## config.mk

```make
export PLATFORM = sky130hd
export DESIGN_NAME = cursor_controller
export DESIGN_NICKNAME = d
export VERILOG_FILES = /design/src/rtl/minesweeper_pkg.sv /design/src/rtl/cursor_controller.sv
export SDC_FILE = /design/constraint.sdc
export NUM_CORES = 1
export LEC_CHECK = 0
export CAP_MARGIN = 20
export CORE_MARGIN = 2
export CORE_UTILIZATION = 40
export DETAILED_ROUTE_END_ITERATION = 10
export PLACE_DENSITY = 0.65
export SYNTH_ARGS = -nofsm -noshare
export SYNTH_HDL_FRONTEND = slang
export SYNTH_SLANG_ARGS = --single-unit
export TNS_END_PERCENT = 10
```

## constraint.sdc

```tcl
create_clock -name clk -period 2.4 [get_ports clk]
set_clock_uncertainty 0.2 [all_clocks]
set_input_delay 0.48 -clock clk [delete_from_list [all_inputs] [get_ports clk]]
set_output_delay 0.48 -clock clk [all_outputs]
set_load 0.005 [all_outputs]
```

## src/rtl/minesweeper_pkg.sv

```systemverilog
// Shared minesweeper definitions: board geometry, handshake timeout default and
// the cursor FSM encoding used by the cursor, board and VGA blocks.
package minesweeper_pkg;

    localparam int MS_GRID_W      = 8;
    localparam int MS_GRID_H      = 8;
    localparam int MS_X_W         = $clog2(MS_GRID_W);
    localparam int MS_Y_W         = $clog2(MS_GRID_H);
    localparam int MS_ACK_TIMEOUT = 255;

    typedef enum logic [1:0] {
        ST_IDLE = 2'd0,
        ST_REQ  = 2'd1,
        ST_DONE = 2'd2
    } cur_state_e;

    function automatic logic [15:0] sat_inc16(input logic [15:0] v);
        return (v == 16'hFFFF) ? v : v + 16'd1;
    endfunction

endpackage

```

## src/rtl/cursor_controller.sv

```systemverilog
// Board cursor: moves on debounced button pulses, saturating at the edges, and
// issues a reveal request/ack handshake with timeout on the center button.
module cursor_controller
    import minesweeper_pkg::*;
#(
    parameter int GRID_W      = MS_GRID_W,
    parameter int GRID_H      = MS_GRID_H,
    parameter int ACK_TIMEOUT = MS_ACK_TIMEOUT,
    localparam int XW         = $clog2(GRID_W),
    localparam int YW         = $clog2(GRID_H)
) (
    input  logic          clk,
    input  logic          rst_n,
    input  logic          up_valid,
    input  logic          down_valid,
    input  logic          left_valid,
    input  logic          right_valid,
    input  logic          center_valid,
    input  logic          game_active,
    output logic [XW-1:0] cur_x,
    output logic [YW-1:0] cur_y,
    output logic          reveal_req,
    output logic [XW-1:0] reveal_x,
    output logic [YW-1:0] reveal_y,
    input  logic          reveal_ack,
    output logic          busy,
    output logic          timeout_err,
    output logic [15:0]   move_count
);

    localparam int WW = (ACK_TIMEOUT < 2) ? 1 : $clog2(ACK_TIMEOUT + 1);

    localparam logic [XW-1:0] X_MAX    = XW'(GRID_W - 1);
    localparam logic [YW-1:0] Y_MAX    = YW'(GRID_H - 1);
    localparam logic [WW-1:0] WAIT_END = WW'(ACK_TIMEOUT - 1);

    cur_state_e    state_q, state_d;
    logic [XW-1:0] x_q, x_d, rx_q, rx_d;
    logic [YW-1:0] y_q, y_d, ry_q, ry_d;
    logic [15:0]   cnt_q, cnt_d;
    logic [WW-1:0] wait_q, wait_d;
    logic          terr_q, terr_d;

    always_ff @(posedge clk or negedge rst_n) begin
        if (!rst_n) begin
            state_q <= ST_IDLE;
            x_q     <= '0;
            y_q     <= '0;
            rx_q    <= '0;
            ry_q    <= '0;
            cnt_q   <= '0;
            wait_q  <= '0;
            terr_q  <= 1'b0;
        end else begin
            state_q <= state_d;
            x_q     <= x_d;
            y_q     <= y_d;
            rx_q    <= rx_d;
            ry_q    <= ry_d;
            cnt_q   <= cnt_d;
            wait_q  <= wait_d;
            terr_q  <= terr_d;
        end
    end

    always_comb begin
        state_d = state_q;
        x_d     = x_q;
        y_d     = y_q;
        rx_d    = rx_q;
        ry_d    = ry_q;
        cnt_d   = cnt_q;
        wait_d  = wait_q;
        terr_d  = 1'b0;
        case (state_q)
            ST_IDLE: begin
                // Only the highest-priority pulse is looked at; if it saturates,
                // the lower ones are still dropped.
                if (game_active) begin
                    if (center_valid) begin
                        rx_d    = x_q;
                        ry_d    = y_q;
                        wait_d  = '0;
                        state_d = ST_REQ;
                    end else if (up_valid) begin
                        if (y_q != '0) begin
                            y_d   = y_q - 1'b1;
                            cnt_d = sat_inc16(cnt_q);
                        end
                    end else if (down_valid) begin
                        if (y_q != Y_MAX) begin
                            y_d   = y_q + 1'b1;
                            cnt_d = sat_inc16(cnt_q);
                        end
                    end else if (left_valid) begin
                        if (x_q != '0) begin
                            x_d   = x_q - 1'b1;
                            cnt_d = sat_inc16(cnt_q);
                        end
                    end else if (right_valid) begin
                        if (x_q != X_MAX) begin
                            x_d   = x_q + 1'b1;
                            cnt_d = sat_inc16(cnt_q);
                        end
                    end
                end
            end
            ST_REQ: begin
                // Ack wins over a coincident timeout.
                if (reveal_ack) begin
                    state_d = ST_DONE;
                end else if (wait_q == WAIT_END) begin
                    terr_d  = 1'b1;
                    state_d = ST_DONE;
                end else begin
                    wait_d = wait_q + 1'b1;
                end
            end
            ST_DONE: state_d = ST_IDLE;
            default: state_d = ST_IDLE;
        endcase
    end

    assign cur_x       = x_q;
    assign cur_y       = y_q;
    assign reveal_x    = rx_q;
    assign reveal_y    = ry_q;
    assign move_count  = cnt_q;
    assign timeout_err = terr_q;
    assign reveal_req  = (state_q == ST_REQ);
    assign busy        = (state_q != ST_IDLE);

endmodule

```

==> results of run 1 <==
==> metal layers <==
| metal | up-vias | share of wire, % | track usage (%) |
|---|---|---|---|
| met2 | 38 | 48 | 27.3 |
| met4 | 0 | 1.1 | 4.32 |
| met3 | 7 | 4.8 | 3.59 |
| li1 | 746 | - | - |
| met5 | - | 0 | 0 |
| met1 | 745 | 46 | 20.1 |
==> registers in the layout (all words and copies together), names as in the netlist <==
| name | flops |
|---|---|
| cur_x | 3 |
| cur_y | 3 |
| move_count | 16 |
| reveal_x | 3 |
| reveal_y | 3 |
| state_q | 2 |
| timeout_err | 1 |
| wait_q | 8 |
==> layout make-up <==
class,instances,area (µm²)
multi-input cells,126,896
clock buffers,5,68.8
clock inverters,3,20.0
inverters,12,45.0
fillers,417,2070
flip-flops and latches,39,976
well taps,54,67.6
repair buffers,56,520
==> power by group through the flow <==
stage,logic [W],registers (W),clock network (W)
6_report,0.000783,0.000999,0.000441
5_1_grt,0.000864,0.00103,0.000479
4_1_cts,0.000799,0.00100,0.000460
3_5_place_dp,0.000776,0.00101,0
3_3_place_gp,0.000762,0.00101,0
2_1_floorplan,0.000342,0.000981,0
==> stage by stage <==
stage                     total power, W  hold slack [ns]  util, %  instances
after floorplan                  0.00132          -0.0156        -        180
after global placement           0.00178            0.273     52.8        285
after detailed placement         0.00178            0.277     52.8        285
after CTS                        0.00226            0.288     55.6        295
after global routing             0.00238            0.315     55.7        295
final                            0.00222            0.287     55.7        295
==> cell usage after synthesis, types with 3 or more instances <==
cell type and count:
nor2_1 15, inv_1 12, ha_1 3, nand3_1 14, o31ai_1 3, and3_1 7, xnor2_1 18, mux2_2 8
o21ai_0 10, nand2_1 9, nand4_1 8, dfrtp_1 39
==> kinds of logic after synthesis <==
| kind of cell | after synthesis | synth area share (%) |
|---|---|---|
| AOI/OAI and AO/OA | 21 | 6.81 |
| DFF | 39 | 51.0 |
| xor gates and xnor gates | 20 | 9.16 |
| muxes | 9 | 5.24 |
| adders and majority gates | 5 | 4.06 |
| and+or+nand+nor | 71 | 20.6 |
| buffers and inverters | 15 | 3.14 |
==> final timing paths <==
kind | start | to | slack [ns] | cells past startpoint
worst max-delay path | down_valid | cur_x[2] | 0.20 | 5
worst min-delay path | wait_q[6] | wait_q[6] | 0.29 | 1
max in group asynchronous | rst_n | timeout_err | 0.97 | 3
min in group asynchronous | rst_n | move_count[15] | 0.50 | 2
worst min register to register | wait_q[6] | wait_q[6] | 0.29 | 1
worst max register to register | cur_x[0] | cur_x[2] | 0.22 | 5
==> worst max-delay path, stage by stage <==
cell,delay (ns)
clkdlybuf4s50_1,0.44
or4_4,0.57
or4_4,0.47
nor2_4,0.12
xor2_1,0.14
==> what timing repair did <==
item                                    in CTS  in global routing
endpoints found under the setup margin      14                 11
hold buffers                                 1                  0
gates resized for setup                      7                  1
endpoints found under the hold margin       21                  0
pin swaps                                    3                  2
gates cloned                                 1                  0
==> impl_results.md, run 1 <==
- Status: completed
- Fraction of registers with async set/reset: 100%
- Clock network fraction of total power: 19.8%
- Worst VDD drop: 0.659 mV
- Maximum clock rate: 454 MHz
- Final-stage net count: 254
- Synth Register Bits: 39
- Most frequent cells in the layout: 39 x dfrtp_1, 36 x clkdlybuf4s50_1, 18 x xnor2_1, 15 x nor2_1, 15 x buf_4
- Largest area contributor in the netlist: dfrtp_1
- Via count: 1536
- LEAKAGE: 1.14 nW
- Initial antenna violation count: 0
- Clock Path Buffers: 2
- Seq/Total Area, Yosys: 51.0%
- Syn. warnings: 0
- Die width: 73.1 µm
- Ys flop type: dfrtp_1
- GP Congestion: 0.781
- Total GRT Usage: 15.9%
- Post-Place Setup Slack: -0.415 ns
- RSZ-0062 raised after global routing: no
- Post-route worst setup slack: 0.196 ns
- Slew @ Worst Pin: 0.564 ns
- # Max-Cap Violations: 0
- Share of layout cells above drive strength 1: 16.6%
- Num Clock Sinks: 39
- Clk root buf: clkbuf_8
- Final Max Slew Viols: 0
- Synth Net Count: 194
- Die ar.: 0.00535 mm²
- Syn-to-layout area delta: 35.7%
- Crit. End Element: flip-flop
- Synth area leaders: dfrtp_1 51%, xnor2_1 8.2%, mux2_2 4.7%
- Post-synthesis cell type count: 35
- DR vias/cell: 5.21
- First-pass GRT wire length: 6640 µm
- CTS Buf Count: 5
- Crit path max fanout: 4
- NetSw: 0.000710 W
- Sequential power share: 44.9%
- Final min period: 2.20 ns
- Core Area: 0.00466 mm²
- Pre-antenna DRT Iters: 4
- Final hold violations: 0
- DRC violations left: 0
- Final ANT Viol Nets: 0
- Clk_lat worst skew: 0.29 ns
- Net Sw Frac: 31.9%
- Final-report setup violation count: 0
- Final setup TNS: 0 ns
- Final instance area: 0.00259 mm²
- Total setup buffers inserted after CTS: 0
- Syn avg cell area: 10.6 µm²
- P_int: 0.00151 W
- Fin crit share: 91.8%
- Crit Path Category: input pin to flip-flop
- Number of diodes: 0
- HPWL Detailed: 2850 µm
- WP data arrival: 2.22 ns
- Largest net degree at the start of global routing: 24
- DRT iter0 DRCs: 46
- Mapped cell area: 0.00191 mm²
- Die Span Y: 73.1 µm
- Reg clk slew, reported paths: 0.08 ns
- Dpl cell area: 0.00246 mm²
- Routed WL per cell: 13.4 µm
- Syn Inst Count: 180
- Initial Util: 41.0%
- FP Rows: 25
- Most common cell after layout, fill and taps aside: dfrtp_1
- Relative slew slack: 62.4%
- Drt total wl: 3950 µm
- Vias in the first global route: 1486
- CTS tree: built
- GR Overflow Total: 0
- EDFF count, synth: 0
- Port buffer count: 39
- Io pins: 40
- Critical Path RT: 2.42 ns
- CTS H-tree lvls: 2
- Top cell type's share of synthesized area: 51.0%
- Setup crit start kind: input pin
- Comb pwr share: 35.2%
- HP Class: flip-flop to flip-flop
- Power Density: 857 mW/mm²
(Power assumes the default switching activity.)
==> run 2, diff against run 1 <==
--- a/config.mk
+++ b/config.mk
@@ -10,6 +10,7 @@
 export CORE_UTILIZATION = 40
 export DETAILED_ROUTE_END_ITERATION = 10
 export PLACE_DENSITY = 0.65
+export SLEW_MARGIN = 10
 export SYNTH_ARGS = -nofsm -noshare
 export SYNTH_HDL_FRONTEND = slang
 export SYNTH_SLANG_ARGS = --single-unit
==> results of run 2 <==
No change in the layout: final DEF, timing and power equal those of run 1.
